$ cat src/rtl/load_store_unit.sv
// Load/store unit: a three-state FSM that sits between the pipeline and a word-wide data memory.
// Define LSU_MISALIGN_TRAP_EN to trap misaligned and unsupported accesses; otherwise those are force-aligned.
module load_store_unit #(
  parameter int DM_ADDRESS = 9,
  parameter int DATA_W     = 32
) (
  input  logic                  clk,
  input  logic                  reset,
  input  logic                  req_valid,
  output logic                  req_ready,
  input  logic                  req_we,
  input  logic [2:0]            req_funct3,
  input  logic [DM_ADDRESS-1:0] req_addr,
  input  logic [DATA_W-1:0]     req_wdata,
  output logic [DM_ADDRESS-1:0] mem_addr,
  output logic [DATA_W-1:0]     mem_wdata,
  output logic [3:0]            mem_wr,
  input  logic [DATA_W-1:0]     mem_rdata,
  output logic                  rsp_valid,
  input  logic                  rsp_ready,
  output logic [DATA_W-1:0]     rsp_rdata,
  output logic                  rsp_err
);

  typedef enum logic [1:0] {IDLE, ACCESS, RESP} state_t;

  state_t                state, state_next;
  logic                  we_q;
  logic [2:0]            funct3_q;
  logic [DM_ADDRESS-1:0] addr_q;
  logic [DATA_W-1:0]     wdata_q;
  logic [DATA_W-1:0]     rdata_q;
  logic                  req_illegal;
  logic [DATA_W-1:0]     load_data;
  logic [7:0]            load_byte;
  logic [15:0]           load_half;

  // funct3[1:0] selects the access size; the unused encodings only matter when trapping.
`ifdef LSU_MISALIGN_TRAP_EN
  logic err_q;
  assign req_illegal = (req_funct3 == 3'b011) || (req_funct3 == 3'b110) ||
                       (req_funct3 == 3'b111) ||
                       ((req_funct3[1:0] == 2'b01) && req_addr[0]) ||
                       ((req_funct3[1:0] == 2'b10) && (req_addr[1:0] != 2'b00));
  assign rsp_err = err_q;
`else
  assign req_illegal = 1'b0;
  assign rsp_err     = 1'b0;
`endif

  always_ff @(posedge clk or posedge reset) begin
    if (reset) state <= IDLE;
    else       state <= state_next;
  end

  always_comb begin
    state_next = state;
    case (state)
      IDLE:    if (req_valid) state_next = req_illegal ? RESP : ACCESS;
      ACCESS:  state_next = RESP;
      RESP:    if (rsp_ready) state_next = IDLE;
      default: state_next = IDLE;
    endcase
  end

  // Lane selection ignores address bits below the access size, which gives force-alignment for free.
  always_comb begin
    load_byte = mem_rdata[{addr_q[1:0], 3'b000} +: 8];
    load_half = mem_rdata[{addr_q[1], 4'b0000} +: 16];
    case (funct3_q)
      3'b000:  load_data = {{(DATA_W-8){load_byte[7]}}, load_byte};
      3'b100:  load_data = {{(DATA_W-8){1'b0}}, load_byte};
      3'b001:  load_data = {{(DATA_W-16){load_half[15]}}, load_half};
      3'b101:  load_data = {{(DATA_W-16){1'b0}}, load_half};
      default: load_data = mem_rdata;
    endcase
  end

  always_ff @(posedge clk or posedge reset) begin
    if (reset) begin
      we_q     <= 1'b0;
      funct3_q <= 3'b000;
      addr_q   <= '0;
      wdata_q  <= '0;
      rdata_q  <= '0;
    end else begin
      if (state == IDLE && req_valid) begin
        we_q     <= req_we;
        funct3_q <= req_funct3;
        addr_q   <= req_addr;
        wdata_q  <= req_wdata;
        rdata_q  <= '0;
      end else if (state == ACCESS) begin
        rdata_q  <= we_q ? '0 : load_data;
      end
    end
  end

`ifdef LSU_MISALIGN_TRAP_EN
  always_ff @(posedge clk or posedge reset) begin
    if (reset)                        err_q <= 1'b0;
    else if (state == IDLE && req_valid) err_q <= req_illegal;
  end
`endif

  // Memory-side outputs are only live during ACCESS so a reset drops them combinationally.
  always_comb begin
    req_ready = (state == IDLE);
    rsp_valid = (state == RESP);
    rsp_rdata = rdata_q;
    mem_addr  = '0;
    mem_wr    = 4'b0000;
    mem_wdata = '0;
    if (state == ACCESS) begin
      mem_addr = {addr_q[DM_ADDRESS-1:2], 2'b00};
      case (funct3_q[1:0])
        2'b00: begin
          mem_wdata = {(DATA_W/8){wdata_q[7:0]}};
          if (we_q) mem_wr = 4'b0001 << addr_q[1:0];
        end
        2'b01: begin
          mem_wdata = {(DATA_W/16){wdata_q[15:0]}};
          if (we_q) mem_wr = 4'b0011 << {addr_q[1], 1'b0};
        end
        default: begin
          mem_wdata = wdata_q;
          if (we_q) mem_wr = 4'b1111;
        end
      endcase
    end
  end

endmodule

$ cat config.mk
export PLATFORM = sky130hd
export DESIGN_NAME = load_store_unit
export DESIGN_NICKNAME = d
export VERILOG_FILES = /design/src/rtl/load_store_unit.sv
export SDC_FILE = /design/constraint.sdc
export NUM_CORES = 1
export LEC_CHECK = 0
export ABC_CLOCK_PERIOD_IN_PS = 2900
export CORE_ASPECT_RATIO = 1.2
export CORE_UTILIZATION = 44
export DETAILED_ROUTE_END_ITERATION = 10
export PLACE_DENSITY = 0.81
export SYNTH_ARGS = -nofsm -noshare
export SYNTH_HDL_FRONTEND = slang
export SYNTH_SLANG_ARGS = --single-unit
$ cat constraint.sdc
create_clock -name clk -period 2.9 [get_ports clk]
set_clock_uncertainty 0.1 [all_clocks]
set_input_delay 0.435 -clock clk [delete_from_list [all_inputs] [get_ports clk]]
set_output_delay 0.435 -clock clk [all_outputs]
set_load 0.005 [all_outputs]
After elaboration in Yosys (flattened, before gate mapping)
Index checks and enable logic that the tools add are counted.
{"block": "op_classes", "eq_ne": 8, "shift": 4, "n_mux": 15, "reduce_logical": 6}
{"cell": "$mux 32", "count": 4}
{"cell": "$pmux 32 s4", "count": 1}
{"cell": "$pmux 32 s2", "count": 1}
{"cell": "$shiftx 32x6->16", "count": 1}
{"cell": "$shiftx 32x6->8", "count": 1}
{"cell": "$mux 4", "count": 4}
{"cell": "$mux 9", "count": 1}
{"cell": "$pmux 4 s2", "count": 1}
{"cell": "$eq 3x3->1 const B", "count": 2}
{"cell": "$pmux 2 s3", "count": 1}
{"cell": "$eq 2x1->1 const B", "count": 2}
{"cell": "$logic_not 2->1", "count": 2}
{"cell": "$mux 2", "count": 2}
{"cell": "$shl 1x2->4 const A", "count": 1}
{"cell": "$shl 2x2->4 const A", "count": 1}
{"cell": "$eq 3x1->1 const B", "count": 1}
{"cell": "$logic_not 3->1", "count": 1}
{"cell": "$eq 2x2->1 const B", "count": 1}
{"cell": "$ne 2x1->1 const B", "count": 1}
{"cell": "$ne 2x2->1 const B", "count": 1}
{"cell": "$reduce_and 2->1", "count": 1}
{"cell": "$reduce_bool 2->1", "count": 1}
{"cell": "$logic_and 1x1->1", "count": 1}
{"block": "totals", "regBits": 79, "inputBits": 81, "output_inout_bits": 80, "wordCells": 39}

Logic depth before layout (Yosys ltp)
{"block": "depth", "ltp_word": 5, "depth_mapped": 7, "mapped_depth_nobuf": 4}

Least setup slack after synthesis
Ideal clock, no wire load.
{"block": "synth_path", "path_kind": "reg-to-output", "from": "register funct3_q[1]", "to": "output mem_wdata[16]", "arrival_time_ns": 1.359, "required_time_ns": 2.365, "slack_ns": 1.006, "path_stages_with_launch": 6, "path_buffers": 3, "cell_sequence": "dfrtp_1 -> clkbuf_1 -> clkbuf_1 -> buf_2 -> mux2i_1 -> nor2_1"}
{"block": "synth_between", "elab_chain_cells": 3, "elab_cells_between_ends": 4, "classes_between": "eq/ne: 1; mux: 2; reduce/logical: 1"}
{"element": "start, declared", "line": "29", "rtl": "logic [2:0] funct3_q;"}
{"element": "start signal, assigned", "line": "89", "rtl": "funct3_q <= req_funct3;"}
{"element": "$eq 2x1->1 / $logic_not 2->1 (equally long branches)", "line": "116", "rtl": "case (funct3_q[1:0])"}
{"element": "$pmux 32 s2 *", "line": "116"}
{"element": "$mux 32 *", "line": "114", "rtl": "if (state == ACCESS) begin"}
{"element": "end, declared", "line": "16", "rtl": "output logic [DATA_W-1:0] mem_wdata,"}
Every way passes the cells marked *; elsewhere a longest branch is shown, timed or not.

Worst setup path after layout
{"block": "layout_path", "from": "register funct3_q[0]", "to": "output mem_wdata[11]"}
Same word-level chain as after synthesis.

==> out/metrics.csv <==
stage,metric,value,unit
drt,drt wl/cell,18.4,um
critical_path,required time worst endpoint,2370,ps
critical_path,worst setup path class,reg2out,
synth,Post-synth EDFFs,0,
power,VDD IR-drop max,0.622,mV
sta,worst slew pin tran,1020,ps
synth,syn_area_per_cell,10.6,um^2
cts,clk_lat worst skew,360,ps
synth,Synth area leaders,"dfrtp_1, mux2_2, a21oi_1",
synth,#FFs+latches synth,79,
finish,share of cells above drive strength 1,19.4,%
placed_design,Port-buffer cells,157,
critical_path,crit-path max FO,15,
drt,via count,3640,
status,outcome,"complete, no violations",
drt,Antenna Nets Post-Route,0,
critical_path,CP max-delay cell,clkdlybuf4s50_1,
drt,final WL,12100,um
sta,Final Hold Vio Count,0,
critical_path,Setup crit start kind,flop,
sta,final setup TNS,0,ps
global_route,initial antenna violation count,0,
critical_path,Crit path largest cell delay,540,ps
finish,Final Util,66.6,%
floorplanning,Die Width,89.9,um
placed_design,routability cong.,0.854,
critical_path,Worst Setup End Kind,output pin,
synth,YS warnings,0,
finish,"commonest cells after routing, fill and taps aside","clkdlybuf4s50_1, dfrtp_1, mux2_2, a21oi_1, nor2_1",
critical_path,RR Startpoint,addr_q[1]$_DFFE_PP0P_,
critical_path,Reg2Reg Depth,4,
sta,RSZ-0062 raised after global routing,no,
floorplanning,Die ar.,0.00966,mm^2
sta,Tcrit/Tclk final,92.7,%
floorplanning,die height,107,um
finish,nets,616,
synth,Yosys top cell by area,dfrtp_1,
drt,DRT Pass-1 Iters,5,
power,Tot Pwr,0.00605,W
global_route,GRT Total Usage,26.1,%
critical_path,Worst R2R Setup Slack,690,ps
floorplanning,core footprint,0.00903,mm^2
critical_path,CP dominant cell by count,nand2_1,
cts,clk buf depth,2,
synth,"Cell Area, Synth",0.00408,mm^2
finish,"commonest non-fill, non-tap cell in the layout",clkdlybuf4s50_1,
synth,Synth Flop Type,dfrtp_1,
sta,final setup violation count,0,
cts,Post-CTS Setup Bufs,0,
cts,clock slew at reported path FFs,90,ps
synth,"Seq/Total Area, Yosys",48.5,%
worst_hold_path,type of the most critical hold path,reg2reg,
floorplanning,Starting Density,45.2,%
run,max cap viols,0,
global_route,largest net degree at the start of global routing,48,
cts,CTS tree,done,
drt,Remaining DRCs,0,
power,Pwr Density,1010,mW/mm^2
finish,synthesis-to-layout area growth,47.5,%
global_route,vias in the first global route,3803,
cts,"Hold-fix buffers, CTS",0,
placed_design,Placed Cells,644,
critical_path,CP cell instances,inv_1 -> nand2_1 -> nand2_1 -> a21oi_1 -> clkdlybuf4s50_1,
synth,Cells after Synth,384,
sta,Max Slew Vio Count,0,
sta,slew margin rel.,32.0,%
critical_path,Worst Setup SP,funct3_q[0]$_DFFE_PP0P_,
sta,FMAX,372,MHz
critical_path,Worst R2R End,rsp_rdata[29]$_DFFE_PP0P_,
synth,Post-synth ARST share,100,%
finish,Finished Layout Cells,660,
cts,H-tree lvl count,3,
drt,initial DRC count,245,
drt,post-DR vias/cell,5.52,
sta,crit path time final,2690,ps
synth,Yosys cell types,34,
cts,CTS root buf,clkbuf_8,
finish,ANT cells,0,
global_route,GRT overflow,0,
global_route,first-pass GRT wire length,19500,um
floorplanning,I/O pin total,161,
critical_path,Worst Setup EP,mem_wdata[11],
cts,CTS Sinks,79,
critical_path,CP arrival,2150,ps
synth,Yosys top cell area share,48.5,%
floorplanning,floorplan row count,38,
power,leakage power,2.47,nW
cts,total CTS buffers,9,
placed_design,post-detail-place hpwl,8650,um
==> power breakdown <==
part / internal [W] / switching (W)
Clock: 0.000486 / 0.000427
Sequential: 0.00162 / 0.000469
Combinational: 0.00170 / 0.00134
==> synthesized netlist by cell type (2+ instances only) <==
library cell and count:
dfrtp_1 79, mux2_2 49, a21oi_1 38, nor2_1 32, nand2_1 29, o21ai_0 24, mux2i_1 17, a221o_2 16
and2_1 16, clkbuf_1 16, nand2b_1 13, a32o_1 9, buf_2 9, a22oi_1 6, inv_1 5, buf_1 3
buf_4 3, mux2_4 2, nor2b_1 2, o22ai_1 2
==> per-layer routing <==
metal  GRT usage [%]  up-vias  share of wire, %
met5               0        -                 0
met4            10.0        0               2.2
met3            9.18       24               8.9
met2            46.0      159                51
met1            29.2     1788                38
li1                -     1669                 -
==> cell type report <==
cell class | instances | area, um^2
clock buffer | 9 | 124
clock inverter | 7 | 95.1
fill | 717 | 3020
inverter | 6 | 23.8
multi-input combinational | 269 | 1950
sequential | 79 | 1980
tap | 120 | 150
timing repair buffer | 170 | 1690
==> cells by family (layout without fill, tap and decap cells) <==
group / after synthesis / in the layout / share of synthesized area [%]
buffers and inverters: 38 / 192 / 4.23
flip-flops: 79 / 79 / 48.5
multiplexers: 68 / 68 / 18.4
other: 1 / 3 / 0.0919
AND/OR/NAND/NOR: 94 / 94 / 10.6
AO/OA/AOI/OAI: 104 / 104 / 18.2
==> stage by stage <==
stage	cell area, um^2	worst slack [ps]	hold slack (ps)
after floorplan	4090	342	372
after global placement	5790	447	382
after global routing	6010	59.7	420
after detailed placement	5790	368	388
after CTS	6010	21.4	408
final	6010	212	402
==> sequential cells by signal, summed over array words and instances, names as in the netlist <==
signal	count
addr_q	9
funct3_q	3
rsp_rdata	32
state	2
wdata_q	32
we_q	1
==> how the worst min path moves through the flow <==
stage | startpoint | end | cells past startpoint
after global placement | rsp_rdata[4]$_DFFE_PP0P_ | rsp_rdata[4]$_DFFE_PP0P_ | 1
after detailed placement | addr_q[3]$_DFFE_PP0P_ | addr_q[3]$_DFFE_PP0P_ | 1
after global routing | addr_q[3]$_DFFE_PP0P_ | addr_q[3]$_DFFE_PP0P_ | 1
final | addr_q[3]$_DFFE_PP0P_ | addr_q[3]$_DFFE_PP0P_ | 1
after CTS | addr_q[3]$_DFFE_PP0P_ | addr_q[3]$_DFFE_PP0P_ | 1
after floorplan | addr_q[3]$_DFFE_PP0P_ | addr_q[3]$_DFFE_PP0P_ | 1
==> repair_timing <==
item / in CTS / in global routing
endpoints found under the setup margin: 0 / 18
hold endpoints to repair: 0 / 0
gates resized for setup: 0 / 2
==> critical path, delay by kind of cell (launching register included) <==
kind	cells	cell delay, ps
flip-flops	1	520
AO/OA/AOI/OAI	1	220
buffers and inverters	2	690
AND/OR/NAND/NOR	2	350
Power figures use the tool's default switching activity.
